### src/rtl/eth_cfg_arb_if.sv
// Requester-side bus of eth_cfg_arb: per-requester request fields, one-hot accept and completion strobes.
interface eth_cfg_arb_if #(
    parameter int NUM_REQ        = 2,
    parameter int REG_ADDR_WIDTH = 32,
    parameter int REG_DATA_WIDTH = 32
);
    // Handshake: a requester raises req_vld[i] with its fields stable and holds them until
    // req_rdy[i] pulses for one cycle; the transfer happens in that cycle. Dropping req_vld
    // earlier withdraws the request. rsp_vld[i] pulses once per accepted request, with
    // rsp_err/rsp_rdata valid only in that cycle; there is no backpressure on responses.
    logic [NUM_REQ-1:0]                req_vld;
    logic [NUM_REQ-1:0]                req_wr;
    logic [NUM_REQ-1:0]                req_cfg_type;
    logic [NUM_REQ*REG_ADDR_WIDTH-1:0] req_addr;
    logic [NUM_REQ*REG_DATA_WIDTH-1:0] req_wdata;
    logic [NUM_REQ-1:0]                req_rdy;
    logic [NUM_REQ-1:0]                rsp_vld;
    logic                              rsp_err;
    logic [REG_DATA_WIDTH-1:0]         rsp_rdata;

    modport master (
        output req_vld, req_wr, req_cfg_type, req_addr, req_wdata,
        input  req_rdy, rsp_vld, rsp_err, rsp_rdata
    );

    modport slave (
        input  req_vld, req_wr, req_cfg_type, req_addr, req_wdata,
        output req_rdy, rsp_vld, rsp_err, rsp_rdata
    );
endinterface

### src/rtl/eth_cfg_arb.sv
// Round-robin arbiter/sequencer sharing the eth_wrap cfg port between NUM_REQ requesters.
// Define ETH_CFG_ARB_STATS_EN to enable the saturating read-timeout counter on timeout_cnt.
module eth_cfg_arb #(
    parameter int NUM_REQ        = 2,
    parameter int REG_ADDR_WIDTH = 32,
    parameter int REG_DATA_WIDTH = 32,
    parameter int RD_TIMEOUT     = 1024,
    parameter int WR_GAP         = 2
) (
    input  logic                      clk,
    input  logic                      rst,
    input  logic                      eth_init_done,
    eth_cfg_arb_if.slave              cfg,
    output logic                      usr_cfg_type,
    output logic                      usr_wr_en,
    output logic [REG_ADDR_WIDTH-1:0] usr_wr_addr,
    output logic [REG_DATA_WIDTH-1:0] usr_wr_data,
    output logic                      usr_rd_en,
    output logic [REG_ADDR_WIDTH-1:0] usr_rd_addr,
    input  logic                      usr_rd_vld,
    input  logic [REG_DATA_WIDTH-1:0] usr_rd_data,
    output logic [15:0]               timeout_cnt,
    output logic [1:0]                fsm_state
);
    localparam int AW = REG_ADDR_WIDTH;
    localparam int DW = REG_DATA_WIDTH;
    localparam int PW = (NUM_REQ > 1) ? $clog2(NUM_REQ) : 1;
    localparam int CW = $clog2(RD_TIMEOUT);
    localparam int GW = (WR_GAP > 1) ? $clog2(WR_GAP) : 1;

    typedef enum logic [1:0] {
        IDLE    = 2'd0,
        ISSUE   = 2'd1,
        WAIT_RD = 2'd2,
        GAP     = 2'd3
    } state_t;

    state_t          state, state_nxt;
    logic [PW-1:0]   ptr;
    logic [PW-1:0]   win_idx;
    logic [PW-1:0]   scan_idx;
    logic            win_found;
    logic [PW-1:0]   cur_idx;
    logic            cur_wr;
    logic [CW-1:0]   rd_cnt;
    logic [GW-1:0]   gap_cnt;
    logic            grant;
    logic            wr_en_nxt;
    logic            rd_en_nxt;
    logic            rsp_fire;
    logic            rsp_err_nxt;
    logic            rd_take;

    logic [AW-1:0] addr_arr  [NUM_REQ];
    logic [DW-1:0] wdata_arr [NUM_REQ];

    for (genvar g = 0; g < NUM_REQ; g++) begin : g_unpack
        assign addr_arr[g]  = cfg.req_addr[g*AW +: AW];
        assign wdata_arr[g] = cfg.req_wdata[g*DW +: DW];
    end

    // First pending requester at or after ptr, wrapping past NUM_REQ-1.
    always_comb begin
        win_found = 1'b0;
        win_idx   = '0;
        scan_idx  = '0;
        for (int i = 0; i < NUM_REQ; i++) begin
            scan_idx = PW'((int'(ptr) + i) % NUM_REQ);
            if (!win_found && cfg.req_vld[scan_idx]) begin
                win_found = 1'b1;
                win_idx   = scan_idx;
            end
        end
    end

    always_ff @(posedge clk) begin
        if (rst) state <= IDLE;
        else     state <= state_nxt;
    end

    always_comb begin
        state_nxt   = state;
        cfg.req_rdy = '0;
        grant       = 1'b0;
        wr_en_nxt   = 1'b0;
        rd_en_nxt   = 1'b0;
        rsp_fire    = 1'b0;
        rsp_err_nxt = 1'b0;
        rd_take     = 1'b0;
        case (state)
            IDLE: begin
                if (!rst && eth_init_done && win_found) begin
                    grant                = 1'b1;
                    cfg.req_rdy[win_idx] = 1'b1;
                    wr_en_nxt            = cfg.req_wr[win_idx];
                    rd_en_nxt            = !cfg.req_wr[win_idx];
                    state_nxt            = ISSUE;
                end
            end
            ISSUE: begin
                if (cur_wr) begin
                    rsp_fire  = 1'b1;
                    state_nxt = (WR_GAP == 0) ? IDLE : GAP;
                end else if (usr_rd_vld) begin
                    rsp_fire  = 1'b1;
                    rd_take   = 1'b1;
                    state_nxt = IDLE;
                end else begin
                    state_nxt = WAIT_RD;
                end
            end
            WAIT_RD: begin
                // Data arriving on the last counted cycle beats the timeout.
                if (usr_rd_vld) begin
                    rsp_fire  = 1'b1;
                    rd_take   = 1'b1;
                    state_nxt = IDLE;
                end else if (rd_cnt == CW'(RD_TIMEOUT - 1)) begin
                    rsp_fire    = 1'b1;
                    rsp_err_nxt = 1'b1;
                    state_nxt   = IDLE;
                end
            end
            GAP: begin
                if (gap_cnt == GW'(WR_GAP - 1)) state_nxt = IDLE;
            end
            default: state_nxt = IDLE;
        endcase
    end

    always_ff @(posedge clk) begin
        if (rst) begin
            ptr           <= '0;
            cur_idx       <= '0;
            cur_wr        <= 1'b0;
            rd_cnt        <= '0;
            gap_cnt       <= '0;
            usr_wr_en     <= 1'b0;
            usr_rd_en     <= 1'b0;
            usr_wr_addr   <= '0;
            usr_rd_addr   <= '0;
            usr_wr_data   <= '0;
            usr_cfg_type  <= 1'b0;
            cfg.rsp_vld   <= '0;
            cfg.rsp_err   <= 1'b0;
            cfg.rsp_rdata <= '0;
        end else begin
            usr_wr_en <= wr_en_nxt;
            usr_rd_en <= rd_en_nxt;
            rd_cnt    <= (state == WAIT_RD) ? rd_cnt + 1'b1 : '0;
            gap_cnt   <= (state == GAP) ? gap_cnt + 1'b1 : '0;
            if (grant) begin
                usr_wr_addr  <= addr_arr[win_idx];
                usr_rd_addr  <= addr_arr[win_idx];
                usr_wr_data  <= wdata_arr[win_idx];
                usr_cfg_type <= cfg.req_cfg_type[win_idx];
                cur_wr       <= cfg.req_wr[win_idx];
                cur_idx      <= win_idx;
                ptr          <= (win_idx == PW'(NUM_REQ - 1)) ? '0 : win_idx + 1'b1;
            end
            cfg.rsp_vld <= '0;
            if (rsp_fire) cfg.rsp_vld[cur_idx] <= 1'b1;
            cfg.rsp_err   <= rsp_err_nxt;
            cfg.rsp_rdata <= rd_take ? usr_rd_data : '0;
        end
    end

`ifdef ETH_CFG_ARB_STATS_EN
    always_ff @(posedge clk) begin
        if (rst) begin
            timeout_cnt <= '0;
        end else if (rsp_err_nxt && timeout_cnt != 16'hFFFF) begin
            timeout_cnt <= timeout_cnt + 16'd1;
        end
    end
`else
    assign timeout_cnt = 16'd0;
`endif

    assign fsm_state = state;

endmodule

### src/flat_wrapper.sv
// flat-port wrapper written by rule: the top's interface ports become plain ports
module eth_cfg_arb_flat 
#(
    parameter int NUM_REQ        = 2,
    parameter int REG_ADDR_WIDTH = 32,
    parameter int REG_DATA_WIDTH = 32,
    parameter int RD_TIMEOUT     = 1024,
    parameter int WR_GAP         = 2
)
  (clk, rst, eth_init_done, usr_cfg_type, usr_wr_en, usr_wr_addr, usr_wr_data, usr_rd_en, usr_rd_addr, usr_rd_vld, usr_rd_data, timeout_cnt, fsm_state, cfg_req_vld, cfg_req_wr, cfg_req_cfg_type, cfg_req_addr, cfg_req_wdata, cfg_req_rdy, cfg_rsp_vld, cfg_rsp_err, cfg_rsp_rdata);
  eth_cfg_arb_if #(.NUM_REQ(NUM_REQ), .REG_ADDR_WIDTH(REG_ADDR_WIDTH), .REG_DATA_WIDTH(REG_DATA_WIDTH)) cfg_i ();
  input  logic clk;
  input  logic rst;
  input  logic eth_init_done;
  output logic usr_cfg_type;
  output logic usr_wr_en;
  output logic [REG_ADDR_WIDTH-1:0] usr_wr_addr;
  output logic [REG_DATA_WIDTH-1:0] usr_wr_data;
  output logic usr_rd_en;
  output logic [REG_ADDR_WIDTH-1:0] usr_rd_addr;
  input  logic usr_rd_vld;
  input  logic [REG_DATA_WIDTH-1:0] usr_rd_data;
  output logic [15:0] timeout_cnt;
  output logic [1:0] fsm_state;
  input wire logic [$bits(cfg_i.req_vld)-1:0] cfg_req_vld;
  input wire logic [$bits(cfg_i.req_wr)-1:0] cfg_req_wr;
  input wire logic [$bits(cfg_i.req_cfg_type)-1:0] cfg_req_cfg_type;
  input wire logic [$bits(cfg_i.req_addr)-1:0] cfg_req_addr;
  input wire logic [$bits(cfg_i.req_wdata)-1:0] cfg_req_wdata;
  output wire logic [$bits(cfg_i.req_rdy)-1:0] cfg_req_rdy;
  output wire logic [$bits(cfg_i.rsp_vld)-1:0] cfg_rsp_vld;
  output wire logic [$bits(cfg_i.rsp_err)-1:0] cfg_rsp_err;
  output wire logic [$bits(cfg_i.rsp_rdata)-1:0] cfg_rsp_rdata;
  assign cfg_i.req_vld = cfg_req_vld;
  assign cfg_i.req_wr = cfg_req_wr;
  assign cfg_i.req_cfg_type = cfg_req_cfg_type;
  assign cfg_i.req_addr = cfg_req_addr;
  assign cfg_i.req_wdata = cfg_req_wdata;
  assign cfg_req_rdy = cfg_i.req_rdy;
  assign cfg_rsp_vld = cfg_i.rsp_vld;
  assign cfg_rsp_err = cfg_i.rsp_err;
  assign cfg_rsp_rdata = cfg_i.rsp_rdata;
  eth_cfg_arb #(.NUM_REQ(NUM_REQ), .REG_ADDR_WIDTH(REG_ADDR_WIDTH), .REG_DATA_WIDTH(REG_DATA_WIDTH), .RD_TIMEOUT(RD_TIMEOUT), .WR_GAP(WR_GAP)) u_core (.clk(clk), .rst(rst), .eth_init_done(eth_init_done), .cfg(cfg_i), .usr_cfg_type(usr_cfg_type), .usr_wr_en(usr_wr_en), .usr_wr_addr(usr_wr_addr), .usr_wr_data(usr_wr_data), .usr_rd_en(usr_rd_en), .usr_rd_addr(usr_rd_addr), .usr_rd_vld(usr_rd_vld), .usr_rd_data(usr_rd_data), .timeout_cnt(timeout_cnt), .fsm_state(fsm_state));
endmodule
### config.mk
export PLATFORM = sky130hd
export DESIGN_NAME = eth_cfg_arb_flat
export DESIGN_NICKNAME = d
export VERILOG_FILES = /design/src/rtl/eth_cfg_arb_if.sv /design/src/rtl/eth_cfg_arb.sv /design/src/flat_wrapper.sv
export SDC_FILE = /design/constraint.sdc
export NUM_CORES = 1
export LEC_CHECK = 0
export ABC_AREA = 1
export ABC_CLOCK_PERIOD_IN_PS = 2350
export CAP_MARGIN = 20
export CORE_ASPECT_RATIO = 0.7
export CORE_MARGIN = 10
export CORE_UTILIZATION = 46
export DETAILED_ROUTE_END_ITERATION = 6
export DONT_BUFFER_PORTS = 1
export PLACE_DENSITY = 0.63
export SETUP_SLACK_MARGIN = 0.4
export SYNTH_ARGS = -nofsm -noshare
export SYNTH_HDL_FRONTEND = slang
export SYNTH_SLANG_ARGS = --single-unit
### constraint.sdc
create_clock -name clk -period 2.35 [get_ports clk]
set_clock_uncertainty 0.15 [all_clocks]
set_input_delay 0.1175 -clock clk [delete_from_list [all_inputs] [get_ports clk]]
set_output_delay 0.1175 -clock clk [all_outputs]
set_load 0.005 [all_outputs]
==> metrics.yaml, run 1 <==
clock_sinks: 118
die_h_um: 110
crit_start: "u_core.ptr"
finalMaxSlewViolations: 0
gp_congestion: 0.866
finalInstanceArea_sq_um: 7670
timing.fmax_mhz: 511
critPathBufInv: 3
grt_pass1_wl_um: 30600
fin_crit_ns: 1.96
path_max_fanout: 17
syn_avg_cell_area_sq_um: 6.99
min-delay-start: "eth_init_done"
clockBufferDepth: 2
die_area_sq_um: 16500
clk_pin_slew_ns: 0.06
synth_edf_count: 0
drt_iter0_markers: 519
track_usage: 0.236
cp-end-kind: "register"
first_pass_iters: 7
grt_max_degree: 70
wl_um: 21000
initial_core_util: 0.479
root_buffer: "clkbuf_16"
synth_top_cell_area_share: 0.440
tritoncts: "yes"
dp_hpwl_um: 11900
hold_class: "input pin to register"
crit_cells: 7
critPathArrivalTime_ns: 2.09
final_cells: 1082
drv_cap: 0
synthAdderAreaFrac: 0.0117
synthTopCellsByArea: "dfxtp_1 44%, nand2_1 15%, inv_1 8.3%, a21oi_1 7.0%, buf_4 6.7%"
numCtsBuffers: 17
htreeDepth: 4
fillers: 865
setup_viol: 0
fin_util: 0.684
synthesis.instances: 768
synth-compound-area-share: 0.144
die_x_um: 149
yosys_most_used_dff: "dfxtp_1"
critPathMaxStageDelay_ns: 0.57
grt_pass1_vias: 5441
min_path_cells: 7
violations: "DRC"
p_leak_nw: 3.47
min_period_over_period: 0.832
wire_per_inst_um: 19.4
async_reset_ff_frac: 0
rsz0062_at_grt: "true"
yosysSeqAreaShare: 0.440
worstSetupPathType: "register to register"
required_ns: 2.48
yosys_warnings: 0
drive_gt1_frac: 0.0832
via_count: 5453
postPlaceCellArea_sq_um: 5160
area_growth_pct: 43.0
portBuffers: 0
yosys.area.top_type: "dfxtp_1"
netlist_area_sq_um: 5370
vias_per_cell: 5.04
synth.area.mux_share: 0
crit_family: "buffers and inverters"
fp.coreArea_sq_um: 11200
synth-xor-area-share: 0
hold_viol: 0
synth-simple-area-share: 0.206
cp-start-kind: "register"
slowest_stage: "dlygate4sd3_1"
synth_top_family_by_area: "simple AND/OR/NAND/NOR gates"
dp_cells: 863
layout.nets: 1087
ir_drop_v: 0.000588
ant_nets: 0
cellPowerDensity_nw_per_um2: 777
num_rows: 32
reg2regPathDepth: 7
drt_drc_violations_left: 10
clk_latency_ns: 0.40
r2r-start: "u_core.ptr"
ys_seq_elements: 118
power_mw: 5.96
grt_overflow_total: 0
setup-tns-final_ns: 0
worstPathCellList: "o21ai_4, buf_4, clkbuf_16, o21ai_0, dlygate4sd3_1, nand2_1, a21oi_1"
status: "finished with violations"
netlist-cell-type-count: 24
antenna_found_initial: 2
io_pins: 324
-- cell usage in the layout, fill, tap and decap left out, drive strengths merged, types with 6 or more instances in the layout --
cell / instances
conb: 16
o21ai: 74
a21oi: 75
dfxtp: 118
dlygate4sd3: 166
nand2: 217
buf: 26
nand3: 6
nor2: 54
clkbuf: 19
inv: 122
clkinv: 10
-- registers in the layout, summed over array words and instances, names as in the netlist, 2 cells and up --
register and cells:
u_core.usr_rd_addr 32, u_core.cfg.rsp_vld 2, u_core.usr_wr_data 32, u_core.rd_cnt 10
u_core.cfg.rsp_rdata 32, u_core.fsm_state 2
-- metrics by stage --
| step | hold slack [ns] | setup slack [ns] |
|---|---|---|
| finish | 0.0223 | 0.394 |
| global route | 0.0523 | 0.296 |
| detailed placement | 0.0490 | 0.469 |
| CTS | 0.00320 | 0.401 |
| global placement | 0.0473 | 0.600 |
| floorplan | 0.0464 | 0.780 |
-- per-layer routing --
layer | up-vias | share of wire | track usage | routed length [um]
met1 | 2513 | 0.36 | 0.250 | 7590
met4 | 0 | 0.026 | 0.0992 | 545
li1 | 2581 | - | - | -
met2 | 309 | 0.52 | 0.420 | 10800
met3 | 50 | 0.096 | 0.0900 | 2030
met5 | - | 0 | 0 | 0
-- path summary, 6_finish.rpt --
| kind | end | slack (ns) |
|---|---|---|
| worst max register to register | u_core.usr_wr_data[27] | 0.39 |
| worst max-delay path | u_core.usr_wr_data[27] | 0.39 |
| worst min-delay path | u_core.ptr | 0.02 |
| worst min register to register | u_core.gap_cnt | 0.27 |
-- cells by family after synthesis --
| family | count (synthesis) |
|---|---|
| AO/OA/AOI/OAI | 151 |
| adder cells (fa/ha/maj) | 5 |
| buffers and inverters | 208 |
| flip-flops | 118 |
| other | 1 |
| AND/OR/NAND/NOR | 285 |
-- area by class of cell --
type	instances	area, sq um	area share
Antenna cell	4	10.0	0.00131
Clock buffer	18	439	0.0573
Clock inverter	14	126	0.0165
Inverter	121	459	0.0599
Multi-Input combinational cell	458	2040	0.266
Sequential cell	118	2370	0.309
Tap cell	153	191	0.0250
Timing Repair Buffer	196	2030	0.265
-- report_power, final --
part / switching (mW) / internal, mW / leakage (nW) / total, mW
Clock: 0.953 / 1.49 / 0.276 / 2.44
Combinational: 0.577 / 0.544 / 2.23 / 1.12
Sequential: 0.209 / 2.19 / 0.958 / 2.40
Total: 1.74 / 4.22 / 3.47 / 5.96
-- worst reg2reg max path: stages (launching register included) --
cell and delay, ns:
dfxtp_4 0.37, o21ai_4 0.22, buf_4 0.17, clkbuf_16 0.16, o21ai_0 0.07, dlygate4sd3_1 0.57
nand2_1 0.07, a21oi_1 0.06
-- synthesized netlist by cell type (3+ instances only) --
| cell | count |
|---|---|
| a21oi_1 | 75 |
| buf_2 | 12 |
| buf_4 | 48 |
| buf_6 | 11 |
| clkbuf_1 | 16 |
| dfxtp_1 | 118 |
| ha_1 | 5 |
| inv_1 | 118 |
| inv_2 | 3 |
| nand2_1 | 216 |
| nand3_1 | 6 |
| nand4_1 | 3 |
| nor2_1 | 52 |
| nor3_1 | 5 |
| o21ai_0 | 59 |
| o21ai_1 | 13 |
-- repair_timing --
item                       4_1_cts  5_1_grt
buffers inserted                 3        8
resized for setup                4       13
setup endpoints to repair        2       30
hold endpoints to repair       117        0
pin swaps                        2        2
cloned                           3        1
hold buffers                   168        0
No activity file was read; power rests on OpenSTA's default activity.
==> run 2: changes to the inputs <==
--- a/config.mk
+++ b/config.mk
@@ -5,15 +5,15 @@
 export SDC_FILE = /design/constraint.sdc
 export NUM_CORES = 1
 export LEC_CHECK = 0
-export ABC_AREA = 1
-export ABC_CLOCK_PERIOD_IN_PS = 2350
+export ABC_AREA = 0
+export ABC_CLOCK_PERIOD_IN_PS = 1750
 export CAP_MARGIN = 20
 export CORE_ASPECT_RATIO = 0.7
 export CORE_MARGIN = 10
 export CORE_UTILIZATION = 46
 export DETAILED_ROUTE_END_ITERATION = 6
 export DONT_BUFFER_PORTS = 1
-export PLACE_DENSITY = 0.63
+export PLACE_DENSITY = 0.65
 export SETUP_SLACK_MARGIN = 0.4
 export SYNTH_ARGS = -nofsm -noshare
 export SYNTH_HDL_FRONTEND = slang
==> constraint.sdc (replaced) <==
create_clock -name clk -period 1.75 [get_ports clk]
set_clock_uncertainty 0.15 [all_clocks]
set_input_delay 0.0875 -clock clk [delete_from_list [all_inputs] [get_ports clk]]
set_output_delay 0.0875 -clock clk [all_outputs]
set_load 0.005 [all_outputs]
==> run 2 against run 1 <==
The flow finishes with violations (hold timing, setup timing). Setup slack worse by 0.48 ns. Via count fell by 29%. Core utilization grew 0.57 points. Combinational power about the same. Sequential power up 25%. Cell count fell by 34%. Non-clock buffer count shrank 102. Critical path type is now register to primary output.
==> metrics.yaml, run 2 <==
status: "finished with violations"  # unchanged
violations: "hold timing, setup timing"  # was DRC
reg_top3: "u_core.cfg.rsp_rdata (32), u_core.usr_rd_addr (32), u_core.usr_wr_data (32)"  # unchanged
clockBufferDepth: 2  # unchanged
first_pass_iters: 5  # was 7
cellPowerDensity_nw_per_um2: 1050  # was 777 nW/um^2
drv_cap: 0  # unchanged
internal-power_mw: 5.68  # was 4.22 mW
p_seq_frac: 0.391  # was 0.403
ant_nets: 0  # unchanged
vias_per_cell: 5.43  # was 5.04
dp_hpwl_um: 11200  # was 11900 um
grt_pass1_wl_um: 25300  # was 30600 um
fillers: 704  # was 865
clk_latency_ns: 0.41  # was 0.40 ns
rsz0062_at_grt: "true"  # unchanged
cp-start-kind: "register"  # unchanged
hold_class: "input pin to register"  # unchanged
gp_congestion: 0.758  # was 0.866
netlist_area_sq_um: 5080  # was 5370 sq um
finalMaxSlewViolations: 0  # unchanged
clock_sinks: 118  # unchanged
portBuffers: 0  # unchanged
drt_iter0_markers: 207  # was 519
min_path_cells: 1  # was 7
netlist-cell-type-count: 35  # was 24
numCtsBuffers: 17  # unchanged
root_buffer: "clkbuf_16"  # unchanged
holdWs_ns: -0.404  # was 0.0223 ns
track_usage: 0.206  # was 0.236
critPathArrivalTime_ns: 1.60  # was 2.09 ns
ir_drop_v: 0.000719  # was 0.000588 V
grt_max_degree: 73  # was 70
die_h_um: 108  # was 110 um
layout.nets: 731  # was 1087
required_ns: 1.51  # was 2.48 ns
grt_overflow_total: 0  # unchanged
timing.fmax_mhz: 544
ys_seq_elements: 118  # unchanged
yosys_warnings: 0  # unchanged
wire_per_inst_um: 25.5  # was 19.4 um
synthesis.instances: 509  # was 768
synth_top_cell_area_share: 0.465  # was 0.440
die_area_sq_um: 15700  # was 16500 sq um
io_pins: 324  # unchanged
via_count: 3894  # was 5453
path_max_fanout: 4  # was 17
min-delay-start: "rst"  # was eth_init_done
cp-end-kind: "primary output"  # was register
area_growth_pct: 43.4  # was 43.0%
p_sw_mw: 1.99  # was 1.74 mW
synth.most_common_cell: "dfxtp_1"  # was nand2_1
p_leak_nw: 3.02  # was 3.47 nW
die_x_um: 146  # was 149 um
hold_end: "u_core.usr_rd_addr[4]"  # was u_core.ptr
reg2regPathDepth: 8  # was 7
hold_buffers: 39  # was 168
async_reset_ff_frac: 0  # unchanged
r2r-start: "u_core.fsm_state[0]"  # was u_core.ptr
layout_commonest_cell: "dfxtp_1"  # was nand2_1
yosys_most_used_dff: "dfxtp_1"  # unchanged
drive_gt1_frac: 0.387  # was 0.0832
wl_um: 18300  # was 21000 um
yosys.area.top_type: "dfxtp_1"  # unchanged
htreeDepth: 4  # unchanged
clkPwrFrac: 0.466  # was 0.409
synthTopCellsByArea: "dfxtp_1 47%, mux2i_1 13%, buf_4 8.3%, a211oi_1 8.0%, nor2_1 5.8%"  # was dfxtp_1 44%, nand2_1 15%, inv_1 8.3%, a21oi_1 7.0%, buf_4 6.7%
fin_crit_ns: 1.84
yosysSeqAreaShare: 0.465  # was 0.440
initial_core_util: 0.481  # was 0.479
layout_setup_ws_ns: -0.0888  # was 0.394 ns
drt_drc_violations_left: 0  # was 10
power_mw: 7.67  # was 5.96 mW
grt_pass1_vias: 4144  # was 5441
clk_pin_slew_ns: 0.06  # about the same
worstSetupPathType: "register to primary output"  # was register to register
n_antenna_cell: 0  # was 4
fp.coreArea_sq_um: 10600  # was 11200 sq um
reg2reg_to: "u_core.usr_rd_addr[26]"  # was u_core.usr_wr_data[27]
pwr-share-comb: 0.143  # was 0.188
rrSetupSlack_ns: -0.07  # was 0.39 ns
antenna_found_initial: 0  # was 2
min_period_over_period: 1.05
hold_viol: 70  # was 0
p_sw_frac: 0.259  # was 0.292
synth_commonest_cells: "118 x dfxtp_1, 79 x nor2_1, 67 x mux2i_1"  # was 216 x nand2_1, 118 x dfxtp_1, 118 x inv_1
synth_edf_count: 0  # unchanged
tritoncts: "yes"  # unchanged
setup_viol: 10  # was 0
num_rows: 31  # was 32
final_cell_mix: "109 x dfxtp_1, 74 x nor2_1, 66 x mux2i_1, 55 x a211oi_2, 39 x dlygate4sd3_1"  # was 216 x nand2_1, 166 x dlygate4sd3_1, 116 x inv_1, 115 x dfxtp_1, 75 x a21oi_1
syn_avg_cell_area_sq_um: 9.97  # was 6.99 sq um
==> run 2: cell families (layout without fill, tap and decap cells) <==
| family | after synthesis | count (layout) | share of synthesized area |
|---|---|---|---|
| DFF | 118 | 118 | 0.465 |
| other | 1 | 16 | 0.000739 |
| muxes | 67 | 67 | 0.132 |
| adders and majority gates | 5 | 5 | 0.0123 |
| and+or+nand+nor | 144 | 144 | 0.137 |
| buffers and inverters | 88 | 133 | 0.115 |
| AOI/OAI and AO/OA | 79 | 79 | 0.126 |
| xor gates and xnor gates | 7 | 7 | 0.0121 |
==> run 2: timing repair <==
item,4_1_cts,5_1_grt
buffers inserted,18,6
pin swaps,16,35
endpoints found under the hold margin,118,70
resized for setup,70,67
gates cloned,7,13
setup endpoints to repair,118,111
==> run 2: layer usage <==
| layer | GRT usage | vias to the layer above | part of all wire |
|---|---|---|---|
| met5 | 0 | - | 0 |
| met1 | 0.215 | 1862 | 0.36 |
| met2 | 0.356 | 212 | 0.52 |
| li1 | - | 1804 | - |
| met3 | 0.106 | 16 | 0.10 |
| met4 | 0.0698 | 0 | 0.015 |
==> run 2: power groups by stage <==
| stage | registers, mW | logic (mW) | clock network, mW |
|---|---|---|---|
| floorplan | 2.99 | 0.676 | 0 |
| global placement | 3.07 | 0.600 | 0 |
| detailed placement | 3.07 | 0.625 | 0 |
| CTS | 3.01 | 0.881 | 3.59 |
| global route | 3.02 | 1.17 | 3.76 |
| finish | 3.00 | 1.09 | 3.57 |
==> run 2: final cells by class <==
type / count / area (sq um) / area share
tap: 148 / 185 / 0.0254
timing repair buffer: 94 / 1330 / 0.182
clock inverter: 14 / 174 / 0.0239
clock buffer: 18 / 429 / 0.0590
multi-input combinational: 318 / 2760 / 0.379
inverter: 7 / 28.8 / 0.00395
sequential: 118 / 2380 / 0.326
==> run 2: stage by stage <==
step,setup TNS (ns),instance area [sq um],worst slack [ns],util,cells
global placement,0,5060,0.0889,0.480,602
floorplan,0,5300,0.217,-,524
finish,-0.577,7280,-0.0888,0.690,717
CTS,-1.18,6680,-0.0657,0.633,698
global route,-3.93,7280,-0.159,0.690,717
detailed placement,-0.0419,5060,-0.0235,0.480,602
==> run 2: worst max-delay path, cell delays in order (launching register included) <==
cell and delay (ns):
dfxtp_2 0.32, inv_2 0.08, ha_4 0.14, nor3b_4 0.26, buf_12 0.16, buf_12 0.09, and2_4 0.13
==> run 2: how the worst max path moves through the flow <==
stage / from / end / cells after the start
global route: u_core.fsm_state[1] / cfg_req_rdy[0] / 6
CTS: u_core.fsm_state[0] / cfg_req_rdy[0] / 6
detailed placement: u_core.fsm_state[1] / u_core.usr_rd_addr[30] / 7
finish: u_core.fsm_state[0] / cfg_req_rdy[0] / 6
floorplan: u_core.fsm_state[1] / u_core.usr_wr_data[14] / 8
global placement: u_core.fsm_state[0] / u_core.usr_rd_addr[22] / 7
==> run 3: changes to the inputs <==
--- a/config.mk
+++ b/config.mk
@@ -8,12 +8,13 @@
 export ABC_AREA = 0
 export ABC_CLOCK_PERIOD_IN_PS = 1750
 export CAP_MARGIN = 20
-export CORE_ASPECT_RATIO = 0.7
-export CORE_MARGIN = 10
-export CORE_UTILIZATION = 46
+export CORE_AREA = 10 10 119 121
+export CTS_BUF_LIST = sky130_fd_sc_hd__clkbuf_4 sky130_fd_sc_hd__clkbuf_8
 export DETAILED_ROUTE_END_ITERATION = 6
+export DIE_AREA = 0 0 129 131
 export DONT_BUFFER_PORTS = 1
-export PLACE_DENSITY = 0.65
+export PLACE_DENSITY = 0.62
+export REMOVE_ABC_BUFFERS = 1
 export SETUP_SLACK_MARGIN = 0.4
 export SYNTH_ARGS = -nofsm -noshare
 export SYNTH_HDL_FRONTEND = slang
==> run 3 against run 2 <==
The run still ends with hold timing, setup timing left. Sequential power about the same. Highest routed layer unchanged. Cell count up 2.8%. Critical path depth up 1. Hold slack worse by 0.020 ns. Clock power down 18%. Design area up 1.7%. Core utilization down 6.3 points. Sequential share of layout area down 0.59 points. Count of clock-buffer cells in the layout up 2. Die area up 7.6%. Combinational power up 9%. Wire length about the same.
==> metrics.yaml, run 3 (synthesis gave the netlist of run 2 again) <==
status: "finished with violations"  # unchanged
violations: "hold timing, setup timing"  # unchanged
fp.coreArea_sq_um: 11800  # was 10600 sq um
p_seq_frac: 0.423  # was 0.391
hold_buffers: 39  # unchanged
critPathBufInv: 4  # was 3
busiest_layer: "met2"  # unchanged
pwr-share-comb: 0.167  # was 0.143
dp_hpwl_um: 11100  # was 11200 um
reg2regPathDepth: 9  # was 8
crit_cells: 7  # was 6
drt_drc_violations_left: 0  # unchanged
layout.nets: 752  # was 731
internal-power_mw: 5.26  # was 5.68 mW
p_sw_frac: 0.259  # about the same
min_path_cells: 1  # unchanged
wl_um: 18300  # about the same
area_growth_pct: 45.9  # was 43.4%
antenna_found_initial: 1  # was 0
p_leak_nw: 3.10  # was 3.02 nW
grt_max_degree: 73  # unchanged
rsz0062_at_grt: "true"  # unchanged
root_buffer: "clkbuf_8"  # was clkbuf_16
reg_top3: "u_core.cfg.rsp_rdata (32), u_core.usr_rd_addr (32), u_core.usr_wr_data (32)"  # unchanged
clk_latency_ns: 0.43  # was 0.41 ns
critPathArrivalTime_ns: 1.64  # was 1.60 ns
grt_pass1_wl_um: 24900  # was 25300 um
crit_family: "buffers and inverters"  # was simple AND/OR/NAND/NOR gates
setup-tns-final_ns: -3.64  # was -0.577 ns
min_period_over_period: 1.07  # was 1.05
cp-end-kind: "primary output"  # unchanged
layout_setup_ws_ns: -0.124  # was -0.0888 ns
clock_sinks: 118  # unchanged
crit_start: "u_core.fsm_state[0]"  # unchanged
path_max_fanout: 3  # was 4
final_cell_mix: "111 x dfxtp_1, 66 x mux2i_1, 53 x a211oi_2, 45 x nor2_1, 38 x dlygate4sd3_1"  # was 109 x dfxtp_1, 74 x nor2_1, 66 x mux2i_1, 55 x a211oi_2, 39 x dlygate4sd3_1
grt_overflow_total: 0  # unchanged
portBuffers: 0  # unchanged
vias_per_cell: 5.46  # was 5.43
drv_cap: 0  # unchanged
cellPowerDensity_nw_per_um2: 959  # was 1050 nW/um^2
fillers: 910  # was 704
ant_nets: 0  # unchanged
tritoncts: "yes"  # unchanged
grt_pass1_vias: 4205  # was 4144
drt_iter0_markers: 181  # was 207
n_antenna_cell: 0  # unchanged
fin_crit_ns: 1.87  # was 1.84 ns
required_ns: 1.51  # about the same
min-delay-start: "rst"  # unchanged
clockBufferDepth: 2  # unchanged
die_area_sq_um: 16900  # was 15700 sq um
io_pins: 324  # unchanged
cp-start-kind: "register"  # unchanged
p_sw_mw: 1.84  # was 1.99 mW
via_count: 4023  # was 3894
worst_pin_slew_ns: 0.697
holdWs_ns: -0.424  # was -0.404 ns
htreeDepth: 4  # unchanged
layout_commonest_cell: "dfxtp_1"  # unchanged
timing.fmax_mhz: 534  # was 544 MHz
finalMaxSlewViolations: 0  # unchanged
fin_util: 0.627  # was 0.690
r2r-start: "u_core.fsm_state[0]"  # unchanged
clk_pin_slew_ns: 0.07  # was 0.06 ns
slew_headroom: 0.535
clkPwrFrac: 0.409  # was 0.466
wire_per_inst_um: 24.8  # was 25.5 um
num_rows: 40  # was 31
die_h_um: 131  # was 108 um
critPathMaxStageDelay_ns: 0.33  # was 0.32 ns
worstSetupPathType: "register to primary output"  # unchanged
hold_class: "input pin to register"  # unchanged
hold_viol: 70  # unchanged
gp_congestion: 0.834  # was 0.758
power_mw: 7.10  # was 7.67 mW
track_usage: 0.194  # was 0.206
ir_drop_v: 0.000611  # was 0.000719 V
use_met2: 0.342  # was 0.356
first_pass_iters: 5  # unchanged
slowest_stage: "dfxtp_2"  # unchanged
die_x_um: 129  # was 146 um
drive_gt1_frac: 0.439  # was 0.387
worstPathCellList: "inv_2, ha_4, nor3b_4, buf_12, nand2b_4, inv_2, buf_6"  # was inv_2, ha_4, nor3b_4, buf_12, buf_12, and2_4
grt_util_met3: 0.0782  # was 0.106
initial_core_util: 0.430  # was 0.481
grt.met1_usage: 0.207  # was 0.215
setup_viol: 57  # was 10
numCtsBuffers: 17  # unchanged
crit_top_cell: "inv_2"  # was buf_12
## run 3: changes by cell type in the layout (fill, tap and decap cells not counted), moves of 3 or more
| cell | delta |
|---|---|
| nor2_2 | +10 |
| buf_8 | +4 |
| buf_4 | +5 |
| nor2_1 | -29 |
| and2_4 | -9 |
| inv_6 | -3 |
| clkbuf_16 | -21 |
| clkbuf_8 | +19 |
| nor2_4 | +19 |
| and2_1 | +9 |
| buf_6 | +17 |
## run 3: worst paths after layout
check	end	slack (ns)
worst min register to register	u_core.cfg.rsp_vld[0]	0.31
worst min-delay path	u_core.usr_wr_data[1]	-0.42
worst max-delay path	cfg_req_rdy[1]	-0.12
worst max register to register	u_core.usr_rd_addr[2]	-0.11
## run 3: routing by layer
metal	share of wire	vias up	wire length [um]
met3	0.081	25	1480
li1	-	1838	-
met2	0.54	184	9820
met5	0	-	0
met1	0.37	1976	6710
met4	0.014	0	265
## run 3: power by group through the flow
stage	Sequential, mW	Clock [mW]	Combinational [mW]
2_1_floorplan	2.99	0	0.489
3_3_place_gp	3.05	0	0.577
3_5_place_dp	3.05	0	0.601
4_1_cts	2.99	2.95	0.922
5_1_grt	3.02	3.08	1.27
6_report	3.00	2.91	1.19
## run 3: layout make-up
class | count | area [sq um] | share of cell area
clock buffers | 20 | 269 | 0.0363
well taps | 147 | 184 | 0.0248
inverters | 7 | 26.3 | 0.00355
flip-flops and latches | 118 | 2370 | 0.321
clock inverters | 12 | 199 | 0.0269
multi-input cells | 319 | 2890 | 0.391
repair buffers | 114 | 1460 | 0.197
## run 3: what timing repair did
| item | CTS | global route |
|---|---|---|
| resized for setup | 90 | 146 |
| setup endpoints to repair | 118 | 118 |
| cloned | 10 | 5 |
| buffers inserted | 20 | 19 |
| hold endpoints to repair | 118 | 70 |
| pin swaps | 18 | 57 |
## run 3: stage by stage
stage	cell area, sq um	hold WS, ns	setup WS, ns	instances
finish	7400	-0.424	-0.124	737
global placement	4980	0.0133	-0.373	611
floorplan	4570	0.00215	-3.71	443
global route	7400	-0.464	-0.234	737
CTS	6600	-0.460	-0.0977	713
detailed placement	4990	0.0124	-0.0458	612
